`src/rtl/mac_sequencer_if.sv`:
```
// Command/control bundle between the host-side command port, the
// mac_sequencer control FSM and the MAC datapath it steers.
interface mac_sequencer_if #(
    parameter int ADDR_WIDTH = 4,
    parameter int LEN_WIDTH  = ADDR_WIDTH + 1
);
    logic                  start;
    logic [LEN_WIDTH-1:0]  len;
    logic                  abort;
    logic                  busy;
    logic                  done;
    logic [ADDR_WIDTH-1:0] rd_addr;
    logic                  op_load;
    logic                  acc_clear;
    logic                  acc_en;
    logic                  result_we;

    // Host side: issues commands, observes status and datapath controls.
    modport master (
        output start, len, abort,
        input  busy, done, rd_addr, op_load, acc_clear, acc_en, result_we
    );

    // Sequencer side: consumes commands, drives status and datapath controls.
    modport slave (
        input  start, len, abort,
        output busy, done, rd_addr, op_load, acc_clear, acc_en, result_we
    );
endinterface

```
`src/rtl/mac_sequencer.sv`:
```
// Control FSM for one multiply-accumulate pass over the operand store.
// A start command clears the accumulator, walks read addresses 0..len-1
// loading operand latches, lets the last product drain into the
// accumulator, then writes the result and pulses done. All outputs are
// decoded from registered state or are flops themselves, so nothing on
// the command side reaches the outputs combinationally.
module mac_sequencer #(
    parameter int ADDR_WIDTH = 4,
    parameter int LEN_WIDTH  = ADDR_WIDTH + 1
) (
    input  logic           clk,
    input  logic           rst,
    mac_sequencer_if.slave cmd
);

    typedef enum logic [2:0] {
        IDLE  = 3'd0,
        CLEAR = 3'd1,
        RUN   = 3'd2,
        DRAIN = 3'd3,
        DONE  = 3'd4
    } state_t;

    localparam logic [LEN_WIDTH-1:0] MAX_LEN = LEN_WIDTH'(1 << ADDR_WIDTH);
    localparam logic [LEN_WIDTH-1:0] ONE     = LEN_WIDTH'(1);

    state_t                state;
    state_t                next_state;
    logic [LEN_WIDTH-1:0]  remaining;
    logic [LEN_WIDTH-1:0]  len_sat;
    logic [ADDR_WIDTH-1:0] rd_addr_q;
    logic                  acc_en_q;

    // Requests longer than the store depth are clipped to a full-depth pass.
    assign len_sat = (cmd.len > MAX_LEN) ? MAX_LEN : cmd.len;

    // State register; reset drops any pass in flight.
    always_ff @(posedge clk or posedge rst) begin
        if (rst) begin
            state <= IDLE;
        end else begin
            state <= next_state;
        end
    end

    // Next-state decode; abort only matters while a pass is still collecting.
    always_comb begin
        next_state = state;
        unique case (state)
            IDLE: begin
                if (cmd.start) begin
                    next_state = CLEAR;
                end
            end
            CLEAR: begin
                if (cmd.abort) begin
                    next_state = IDLE;
                end else if (remaining == '0) begin
                    next_state = DONE;
                end else begin
                    next_state = RUN;
                end
            end
            RUN: begin
                if (cmd.abort) begin
                    next_state = IDLE;
                end else if (remaining == ONE) begin
                    next_state = DRAIN;
                end
            end
            DRAIN: begin
                if (cmd.abort) begin
                    next_state = IDLE;
                end else begin
                    next_state = DONE;
                end
            end
            DONE: begin
                next_state = IDLE;
            end
            default: begin
                next_state = IDLE;
            end
        endcase
    end

    // Address walk and remaining count; the address holds on the last
    // operand so it never runs past len-1 or wraps on a full-depth pass.
    always_ff @(posedge clk or posedge rst) begin
        if (rst) begin
            remaining <= '0;
            rd_addr_q <= '0;
        end else begin
            if (state == IDLE && cmd.start) begin
                remaining <= len_sat;
                rd_addr_q <= '0;
            end else if (state == RUN && !cmd.abort) begin
                remaining <= remaining - ONE;
                if (remaining != ONE) begin
                    rd_addr_q <= rd_addr_q + ADDR_WIDTH'(1);
                end
            end
        end
    end

    // Accumulate one cycle after each operand load, killed by abort.
    always_ff @(posedge clk or posedge rst) begin
        if (rst) begin
            acc_en_q <= 1'b0;
        end else begin
            acc_en_q <= (state == RUN) && !cmd.abort;
        end
    end

    // Output decode from registered state only.
    always_comb begin
        cmd.busy      = (state != IDLE);
        cmd.acc_clear = (state == CLEAR);
        cmd.op_load   = (state == RUN);
        cmd.done      = (state == DONE);
        cmd.result_we = (state == DONE);
        cmd.acc_en    = acc_en_q;
        cmd.rd_addr   = rd_addr_q;
    end

endmodule

```
`src/flat_wrapper.sv`:
```
// flat-port wrapper written by rule: the top's interface ports become plain ports
module mac_sequencer_flat 
#(
    parameter int ADDR_WIDTH = 4,
    parameter int LEN_WIDTH  = ADDR_WIDTH + 1
)
  (clk, rst, cmd_start, cmd_len, cmd_abort, cmd_busy, cmd_done, cmd_rd_addr, cmd_op_load, cmd_acc_clear, cmd_acc_en, cmd_result_we);
  mac_sequencer_if #(.ADDR_WIDTH(ADDR_WIDTH), .LEN_WIDTH(LEN_WIDTH)) cmd_i ();
  input  logic clk;
  input  logic rst;
  input wire logic [$bits(cmd_i.start)-1:0] cmd_start;
  input wire logic [$bits(cmd_i.len)-1:0] cmd_len;
  input wire logic [$bits(cmd_i.abort)-1:0] cmd_abort;
  output wire logic [$bits(cmd_i.busy)-1:0] cmd_busy;
  output wire logic [$bits(cmd_i.done)-1:0] cmd_done;
  output wire logic [$bits(cmd_i.rd_addr)-1:0] cmd_rd_addr;
  output wire logic [$bits(cmd_i.op_load)-1:0] cmd_op_load;
  output wire logic [$bits(cmd_i.acc_clear)-1:0] cmd_acc_clear;
  output wire logic [$bits(cmd_i.acc_en)-1:0] cmd_acc_en;
  output wire logic [$bits(cmd_i.result_we)-1:0] cmd_result_we;
  assign cmd_i.start = cmd_start;
  assign cmd_i.len = cmd_len;
  assign cmd_i.abort = cmd_abort;
  assign cmd_busy = cmd_i.busy;
  assign cmd_done = cmd_i.done;
  assign cmd_rd_addr = cmd_i.rd_addr;
  assign cmd_op_load = cmd_i.op_load;
  assign cmd_acc_clear = cmd_i.acc_clear;
  assign cmd_acc_en = cmd_i.acc_en;
  assign cmd_result_we = cmd_i.result_we;
  mac_sequencer #(.ADDR_WIDTH(ADDR_WIDTH), .LEN_WIDTH(LEN_WIDTH)) u_core (.clk(clk), .rst(rst), .cmd(cmd_i));
endmodule
```
`config.mk`:
```
export PLATFORM = sky130hd
export DESIGN_NAME = mac_sequencer_flat
export DESIGN_NICKNAME = d
export VERILOG_FILES = /design/src/rtl/mac_sequencer_if.sv /design/src/rtl/mac_sequencer.sv /design/src/flat_wrapper.sv
export SDC_FILE = /design/constraint.sdc
export NUM_CORES = 1
export LEC_CHECK = 0
export ABC_AREA = 1
export BUFFER_PORTS_ARGS = -buffer_cell sky130_fd_sc_hd__buf_4
export CAP_MARGIN = 20
export CORE_ASPECT_RATIO = 1.1
export CORE_UTILIZATION = 59
export CTS_BUF_LIST = sky130_fd_sc_hd__clkbuf_2 sky130_fd_sc_hd__clkbuf_4 sky130_fd_sc_hd__clkbuf_8
export CTS_CLUSTER_SIZE = 10
export DETAILED_ROUTE_END_ITERATION = 8
export GPL_TIMING_DRIVEN = 0
export PLACE_DENSITY = 0.93
export SLEW_MARGIN = 0
export SYNTH_ARGS = -nofsm -noshare
export SYNTH_HDL_FRONTEND = slang
export SYNTH_SLANG_ARGS = --single-unit
```
`constraint.sdc`:
```
create_clock -name clk -period 3.4 [get_ports clk]
set_clock_uncertainty 0.2 [all_clocks]
set_input_delay 0.68 -clock clk [delete_from_list [all_inputs] [get_ports clk]]
set_output_delay 0.68 -clock clk [all_outputs]
set_load 0.005 [all_outputs]
```
==> metrics, run 1 <==
status=finished, final reports clean; crit path max fanout=6; peak supply drop=slightly below 0.5 mV; fin crit period=2.19 ns; Slew headroom=0.672; Leak=around 0.58 nW; post-layout util=0.767; final wirelength=about 1800 um; CTS Hold Bufs=0; Chip Height=around 42 um; Logic pwr share=0.531; setup slack, reg-to-reg=1.94 ns; RSZ-0062 raised after global routing=false; final setup violation count=0; Arr. time, crit path=1.31 ns; Syn Nets=between 100 and 150; Ports=19; drt drc=0; DIE WIDTH=roughly 38 um; starting density of the core=0.630; Max Root-Sink Buffers=2; Max Cap Viol=0; critical path class=flop to output pin; row count=14; switching power=between 0.3 and 0.4 mW; Post-DP Area=roughly 1000 sq um; Hold Crit Class=primary input to asynchronous set/reset pin; total track usage=0.255; initial antenna violation count=0; vias=a little over 800; htree depth=1; largest net degree at the start of global routing=14; post-CTS sizing=0; proportion of layout cells with a drive suffix above 1=0.263; nature of the critical path endpoint=output pin; CP dominant cell by count=buf_4; commonest cells after routing, fill and taps aside=nand2_1, buf_4, inv_1, dfrtp_1, nand3_1; power share of the sequential group=0.332; CP startpoint kind=flop; Distinct cells, synth=23; Antenna Diode Count=0; Final Instance Area=~1000 sq um; CP delay by family, top=flip-flops; Setup Total Neg Slack=0 ns; drt first-iter violations=21; Congestion Overflow GR=0; syn_area_per_cell=between 7 and 8 sq um; GP Congestion=between 0.7 and 0.8; postcts setup bufs=0; vias in the first global route=720; clock latency on the worst-skew pair=0.28 ns; Clock Sinks=13; Slew @ Worst Pin=0.491 ns; final period utilization=0.643; hpwl dp=1350 um; CP Data Required Time=between 2 and 3 ns; number of synthesized register bits=13; most common library cell in the layout ignoring fill and taps=nand2_1; first drt pass iteration count=4; CP Buf/Inv Count=2; internal power=between 0.4 and 0.5 mW; post-synthesis cell count=roughly 110; Root Buffer=clkbuf_4; area delta synth->final=21.8%; Slew Viols, Final=0; Buffers on Ports=18; Yosys warnings=0; first-pass GRT wire length=approximately 2800 um; switching share of power=0.451; DR vias/cell=~5.4; CTS tree=done; Hold Vio Cnt, Final=0; Clk pwr share=0.137; pwr dens=753 nW/um^2; mapped cell area=about 850 sq um; FMAX=457 MHz; CP Cell Sequence=nor3_1, buf_4, buf_4; CP peak stage delay=~0.46 ns; Worst path slowest cell=dfrtp_1; CTS buffer count=3; sequential area share after synthesis=0.383; wire per inst=about 12 um; Die ar.=1600 sq um; clock slew at reported path FFs=around 0.080 ns; core area=1350 sq um; Final nets=~150; antenna-violating nets left=0
## through the flow
step	hold slack [ns]	power (mW)	worst slack, ns	cells
floorplan	0.265	0.539	1.67	111
global placement	0.289	0.644	1.62	145
detailed placement	0.294	0.667	1.52	145
CTS	0.236	0.775	1.22	149
global route	0.252	0.837	1.19	149
finish	0.213	0.779	1.21	149
## final timing paths
path	depth (start not counted)	start	to
hold reg to reg	2	u_core.remaining[4]	u_core.remaining[4]
setup reg to reg	6	u_core.state[1]	u_core.remaining[2]
setup / recovery	3	u_core.state[1]	cmd_result_we
hold / removal	2	rst	u_core.cmd.acc_en
max in group asynchronous	2	rst	u_core.cmd.rd_addr[1]
min in group clk	2	u_core.remaining[4]	u_core.remaining[4]
## cell families (layout without fill, tap and decap cells)
| group | count (synthesis) | after routing | synth area share |
|---|---|---|---|
| xor+xnor | 3 | 3 | 0.0309 |
| compound gates | 4 | 4 | 0.0309 |
| buf+inv | 17 | 39 | 0.0913 |
| fa+ha+maj | 4 | 4 | 0.0589 |
| simple gates | 70 | 70 | 0.405 |
| flops | 13 | 13 | 0.383 |
## power groups by stage
| stage | combinational (mW) | sequential [mW] | clock [mW] |
|---|---|---|---|
| detailed placement | 0.407 | 0.261 | 0 |
| floorplan | 0.290 | 0.250 | 0 |
| global route | 0.460 | 0.266 | 0.111 |
| global placement | 0.385 | 0.258 | 0 |
| CTS | 0.411 | 0.257 | 0.107 |
| finish | 0.413 | 0.259 | 0.107 |
## final cells by class
class / count / area, sq um
inverters: 15 / 58.8
fillers: 101 / 314
well taps: 16 / 20.0
repair buffers: 18 / 135
multi-input cells: 81 / 447
clock buffers: 4 / 30.0
flip-flops and latches: 13 / 325
plain buffers: 2 / 18.8
## state kept, by name (all words and copies together), names as in the netlist
register	flops
u_core.state	3
u_core.cmd.rd_addr	4
u_core.remaining	5
u_core.cmd.acc_en	1
## cells in the mapped netlist (all sizes together)
cell / number / area (sq um)
o21ai: 1 / 5.00
ha: 4 / 50.1
nand3: 13 / 87.6
nor3: 2 / 10.0
nand3b: 2 / 15.0
dfrtp: 13 / 325
inv: 15 / 58.8
o31ai: 1 / 7.51
xor2: 3 / 26.3
nand2: 37 / 144
nor2: 10 / 50.1
a21oi: 2 / 13.8
buf: 2 / 18.8
nand4: 6 / 37.5
## routing by layer
layer,share of wire,global-route usage
met3,0.054,0.0374
met4,0.023,0.157
met2,0.54,0.417
met1,0.38,0.300
met5,0,0
No activity file was read; power rests on OpenSTA's default activity.
==> run 2, diff against run 1 <==
CORE_UTILIZATION = 55   (was 59)
PLACE_DENSITY = 0.88   (was 0.93)
clock period = 2.1 ns   (was 3.4 ns; I/O delays follow)
==> run 2 against run 1 <==
  * Global-route usage down 1.2 points
  * Final area rose by 0.97%
  * Sequential power rose by 61%
  * Largest power group unchanged
  * Clock-buffer cell count unchanged
  * Routed wire length decreased by 5.8%
==> metrics, run 2 (synthesis results as in run 1) <==
CTS tree=done; core area=1400 sq um (+3.9%); final period utilization=0.906; met2 wire len=880 um (-9.2%); clock latency on the worst-skew pair=0.29 ns (about the same); CP startpoint kind=flop; htree depth=1 (unchanged); Pwr Total=1.25 mW (+60%); antenna-violating nets left=0 (unchanged); status=finished, final reports clean; pwr dens=1190 nW/um^2 (+59%); Slew Viols, Final=0 (unchanged); CP Data Required Time=1.48 ns (-1.04 ns); DR vias/cell=5.34 (-2.0%); FMAX=about 530 MHz; Slew headroom=0.653 (-0.0187); row count=14 (unchanged); first-pass GRT wire length=2900 um (+2.2%); Ports=19 (unchanged); CP delay by family, top=flip-flops; Antenna Diode Count=0 (unchanged); power share of the sequential group=0.335 (+0.003); proportion of layout cells with a drive suffix above 1=0.261 (-0.00196); wire per inst=11.3 um (-6.4%); final setup violation count=0 (unchanged); Logic pwr share=0.525 (-0.006); peak supply drop=0.752 mV (+54%); Hold Vio Cnt, Final=0 (unchanged); largest net degree at the start of global routing=14 (unchanged); hpwl dp=1290 um (-4.9%); Clk pwr share=0.140 (+0.003); Root Buffer=clkbuf_4; nature of the critical path endpoint=output pin; Setup Total Neg Slack=0 ns (unchanged); wire length on met1=726 um (+6.1%); total track usage=0.243 (-0.0116); Chip Height=43.2 um (+3.4%); fin crit period=between 1.5 and 2 ns; vias in the first global route=726 (+0.83%); starting density of the core=0.606 (-0.0236); Reg2Reg Depth=6 (unchanged); CTS buffer count=3 (unchanged); Congestion Overflow GR=0 (unchanged); first drt pass iteration count=3 (-1); Crit path depth=3 (unchanged); internal power=0.690 mW (+61%); CP peak stage delay=0.45 ns (about the same); RSZ-0062 raised after global routing=false; critical path class=flop to output pin; most common library cell in the layout ignoring fill and taps=nand2_1; area delta synth->final=23.0%; clock slew at reported path FFs=0.08 ns (about the same); Leak=0.583 nW (+0.72%); Top Metal Used=met4; Buffers on Ports=18 (unchanged); switching share of power=0.446 (-0.00460); drt first-iter violations=6 (-71%); Reg with most FFs=u_core.remaining; GP Congestion=0.829 (+9.2%); crit path max fanout=6 (unchanged); final wirelength=1690 um (-5.8%); Worst path slowest cell=dfrtp_1; Max Cap Viol=0 (unchanged); drt drc=0 (unchanged); postcts setup bufs=0 (unchanged); Clock Sinks=13 (unchanged); Arr. time, crit path=1.28 ns (-0.03 ns); initial antenna violation count=0 (unchanged); Die ar.=1710 sq um (+6.9%); CP Cell Sequence=nor3_1, buf_4, buf_4; max reg flops=5 (unchanged); DIE WIDTH=39.5 um (+3.4%); Hold Path Depth=2; switching power=0.557 mW (+58%); vias=801 (-1.4%); metal3 WL=52 um (-46%); Max Root-Sink Buffers=2 (unchanged); Slew @ Worst Pin=0.519 ns (+0.0281 ns); CP Buf/Inv Count=2 (unchanged); final hold slack=0.138 ns (-0.0746 ns); CP dominant cell by count=buf_4; Final nets=148 (+0.68%); Hold Crit Class=primary input to flop; commonest cells after routing, fill and taps aside=nand2_1, buf_4, inv_1, dfrtp_1, nand3_1
[run 2: metal layers]
layer | track usage | vias up
met5 | 0 | -
met4 | 0.103 | 0
met3 | 0.0314 | 3
met2 | 0.420 | 18
met1 | 0.287 | 370
li1 | - | 410
[run 2: what timing repair did]
item,CTS,global route
hold buffers,1,0
gates resized for setup,0,0
setup endpoints to repair,0,0
endpoints found under the hold margin,13,0
[run 2: layout make-up]
cell class / count / area (sq um)
multi-input cells: 81 / 447
fillers: 117 / 357
flip-flops and latches: 13 / 325
repair buffers: 19 / 145
inverters: 15 / 58.8
clock buffers: 4 / 30.0
well taps: 16 / 20.0
plain buffers: 2 / 18.8
[run 2: power groups by stage]
stage | clock network, mW | logic [mW] | registers [mW]
final | 0.174 | 0.655 | 0.418
after global placement | 0 | 0.627 | 0.418
after CTS | 0.177 | 0.658 | 0.417
after global routing | 0.186 | 0.742 | 0.432
after floorplan | 0 | 0.469 | 0.404
after detailed placement | 0 | 0.652 | 0.421
[run 2: worst paths after layout]
path	from	endpoint	slack (ns)
setup / recovery	u_core.state[1]	cmd_result_we	0.20
hold / removal	cmd_abort	u_core.state[2]	0.14
setup reg to reg	u_core.remaining[1]	u_core.cmd.rd_addr[0]	0.59
hold reg to reg	u_core.remaining[1]	u_core.remaining[1]	0.33
max in group asynchronous	rst	u_core.cmd.rd_addr[1]	0.83
min in group asynchronous	rst	u_core.state[0]	0.52
[run 2: worst reg2reg max path, stage by stage, from the launching register on]
cell     delay (ns)
dfrtp_1        0.40
inv_1          0.10
ha_1           0.17
nand3_2        0.15
a21oi_2        0.26
nand2_1        0.09
nand2_1        0.08
[run 2: stage by stage]
step           instance area (sq um)  setup slack, ns   util  std cells
2_1_floorplan                    850            0.633      -        111
5_1_grt                         1040           0.0803  0.746        150
3_3_place_gp                    1000            0.590  0.717        145
6_report                        1040            0.196  0.746        150
3_5_place_dp                    1000            0.505  0.717        145
4_1_cts                         1040            0.183  0.746        150
==> run 3, diff against run 2 <==
PLACE_DENSITY = 0.91   (was 0.88)
==> run 3 against run 2 <==
  * Largest power group unchanged
  * Via count is 3.6% lower
  * Final area stayed put
  * Critical path depth stayed put
  * Clock-buffer cell count did not move
  * Hold slack better by 0.0095 ns
==> metrics, run 3 (synthesis results as in run 1) <==
status=finished, final reports clean; final period utilization=0.907 (about the same); row count=14 (unchanged); clock latency on the worst-skew pair=0.28 ns (about the same); Buffers on Ports=18 (unchanged); dpl cells=145 (unchanged); CTS buffer count=3 (unchanged); first drt pass iteration count=4 (+1); Root Buffer=clkbuf_4; non-filler cells, final=150 (unchanged); max reg flops=5 (unchanged); Antenna Diode Count=0 (unchanged); vias=772 (-3.6%); drt drc=0 (unchanged); final wirelength=1770 um (+4.9%); Max Cap Viol=0 (unchanged); FILL cells=112 (-4.3%); register area=325 sq um (unchanged); largest net degree at the start of global routing=14 (unchanged); CP Data Required Time=1.48 ns (about the same); htree depth=1 (unchanged); initial antenna violation count=0 (unchanged); crit path max fanout=6 (unchanged); Final Instance Area=1040 sq um (unchanged); nature of the critical path endpoint=output pin; starting density of the core=0.606 (unchanged); Clock Sinks=13 (unchanged); Hold Crit Class=primary input to flop; core area=1400 sq um (unchanged); proportion of layout cells with a drive suffix above 1=0.261 (unchanged); FMAX=525 MHz (about the same); multi-input combinational cell area=447 sq um (unchanged); antenna-violating nets left=0 (unchanged); Slew headroom=0.678 (+0.0243); Slew @ Worst Pin=0.483 ns (-0.0364 ns); Max Root-Sink Buffers=2 (unchanged); DIE WIDTH=39.5 um (unchanged); RSZ-0062 raised after global routing=false; Reg with most FFs=u_core.remaining; area delta synth->final=23.0% (unchanged); clock slew at reported path FFs=0.08 ns (about the same); hpwl dp=1360 um (+5.6%); vias in the first global route=751 (+3.4%); most common library cell in the layout ignoring fill and taps=nand2_1; DR vias/cell=5.15 (-3.6%); post-layout util=0.746 (unchanged); pwr dens=1200 nW/um^2 (+0.18%); wire per inst=11.8 um (+4.9%); Ports=19 (unchanged); final setup violation count=0 (unchanged); total track usage=0.263 (+0.0198); fin crit period=1.91 ns (+0.00162 ns); Hold Vio Cnt, Final=0 (unchanged); postcts setup bufs=0 (unchanged); Congestion Overflow GR=0 (unchanged); Chip Height=43.2 um (unchanged); Die ar.=1710 sq um (unchanged); critical path class=flop to output pin; Slew Viols, Final=0 (unchanged); CP startpoint kind=flop; Setup Total Neg Slack=0 ns (unchanged); peak supply drop=0.589 mV (-22%); GP Congestion=0.819 (-1.2%); CTS tree=done; first-pass GRT wire length=3040 um (+4.5%); Final nets=148 (unchanged); drt first-iter violations=9 (+3); commonest cells after routing, fill and taps aside=nand2_1, buf_4, inv_1, dfrtp_1, nand3_1; Arr. time, crit path=1.29 ns (about the same); Post-DP Area=1000 sq um (unchanged); Leak=0.583 nW (unchanged)
## run 3: cell counts in the layout (fill, tap and decap cells not counted)
Identical to the previous run, type by type.
## run 3: cell type report
cell class / count / share of cell area
multi-input cells: 81 / 0.428
flip-flops and latches: 13 / 0.311
repair buffers: 19 / 0.139
inverters: 15 / 0.0563
clock buffers: 4 / 0.0287
well taps: 16 / 0.0192
plain buffers: 2 / 0.0180
## run 3: metrics by stage
step	worst slack [ns]	hold WS, ns	power (mW)
3_5_place_dp	0.516	0.273	1.08
2_1_floorplan	0.633	0.0970	0.873
3_3_place_gp	0.586	0.273	1.04
5_1_grt	0.129	0.153	1.37
4_1_cts	0.195	0.143	1.25
6_report	0.195	0.147	1.25
## run 3: path summary, 6_finish.rpt
path	slack (ns)	startpoint	endpoint	cells after the start
max	0.19	u_core.state[1]	cmd_result_we	3
min	0.15	cmd_abort	u_core.state[2]	2
max reg2reg	0.59	u_core.remaining[1]	u_core.cmd.rd_addr[0]	6
min reg2reg	0.31	u_core.remaining[4]	u_core.remaining[4]	2
max in group asynchronous	0.86	rst	u_core.cmd.rd_addr[1]	3
min in group asynchronous	0.51	rst	u_core.cmd.rd_addr[2]	3
## run 3: worst max-delay path, stage by stage (launching register included)
cell	delay [ns]
dfrtp_1	0.46
nor3_1	0.29
buf_4	0.16
buf_4	0.09
## run 3: per-layer routing
layer  global-route usage  vias up  wire, um
met1                0.291      344       712
li1                     -      402         -
met3               0.0524        5        90
met2                0.456       21       930
met5                    0        -         0
met4                0.124        0        38
## run 3: repair_timing
item	CTS	global route
hold buffers	1	0
resized for setup	0	0
setup endpoints to repair	0	0
endpoints found under the hold margin	13	0
## run 3: power by group
group / internal, mW / switching [mW] / total [mW]
clock: 0.0867 / 0.0842 / 0.171
combinational: 0.273 / 0.384 / 0.657
sequential: 0.332 / 0.0894 / 0.421
total: 0.691 / 0.558 / 1.25
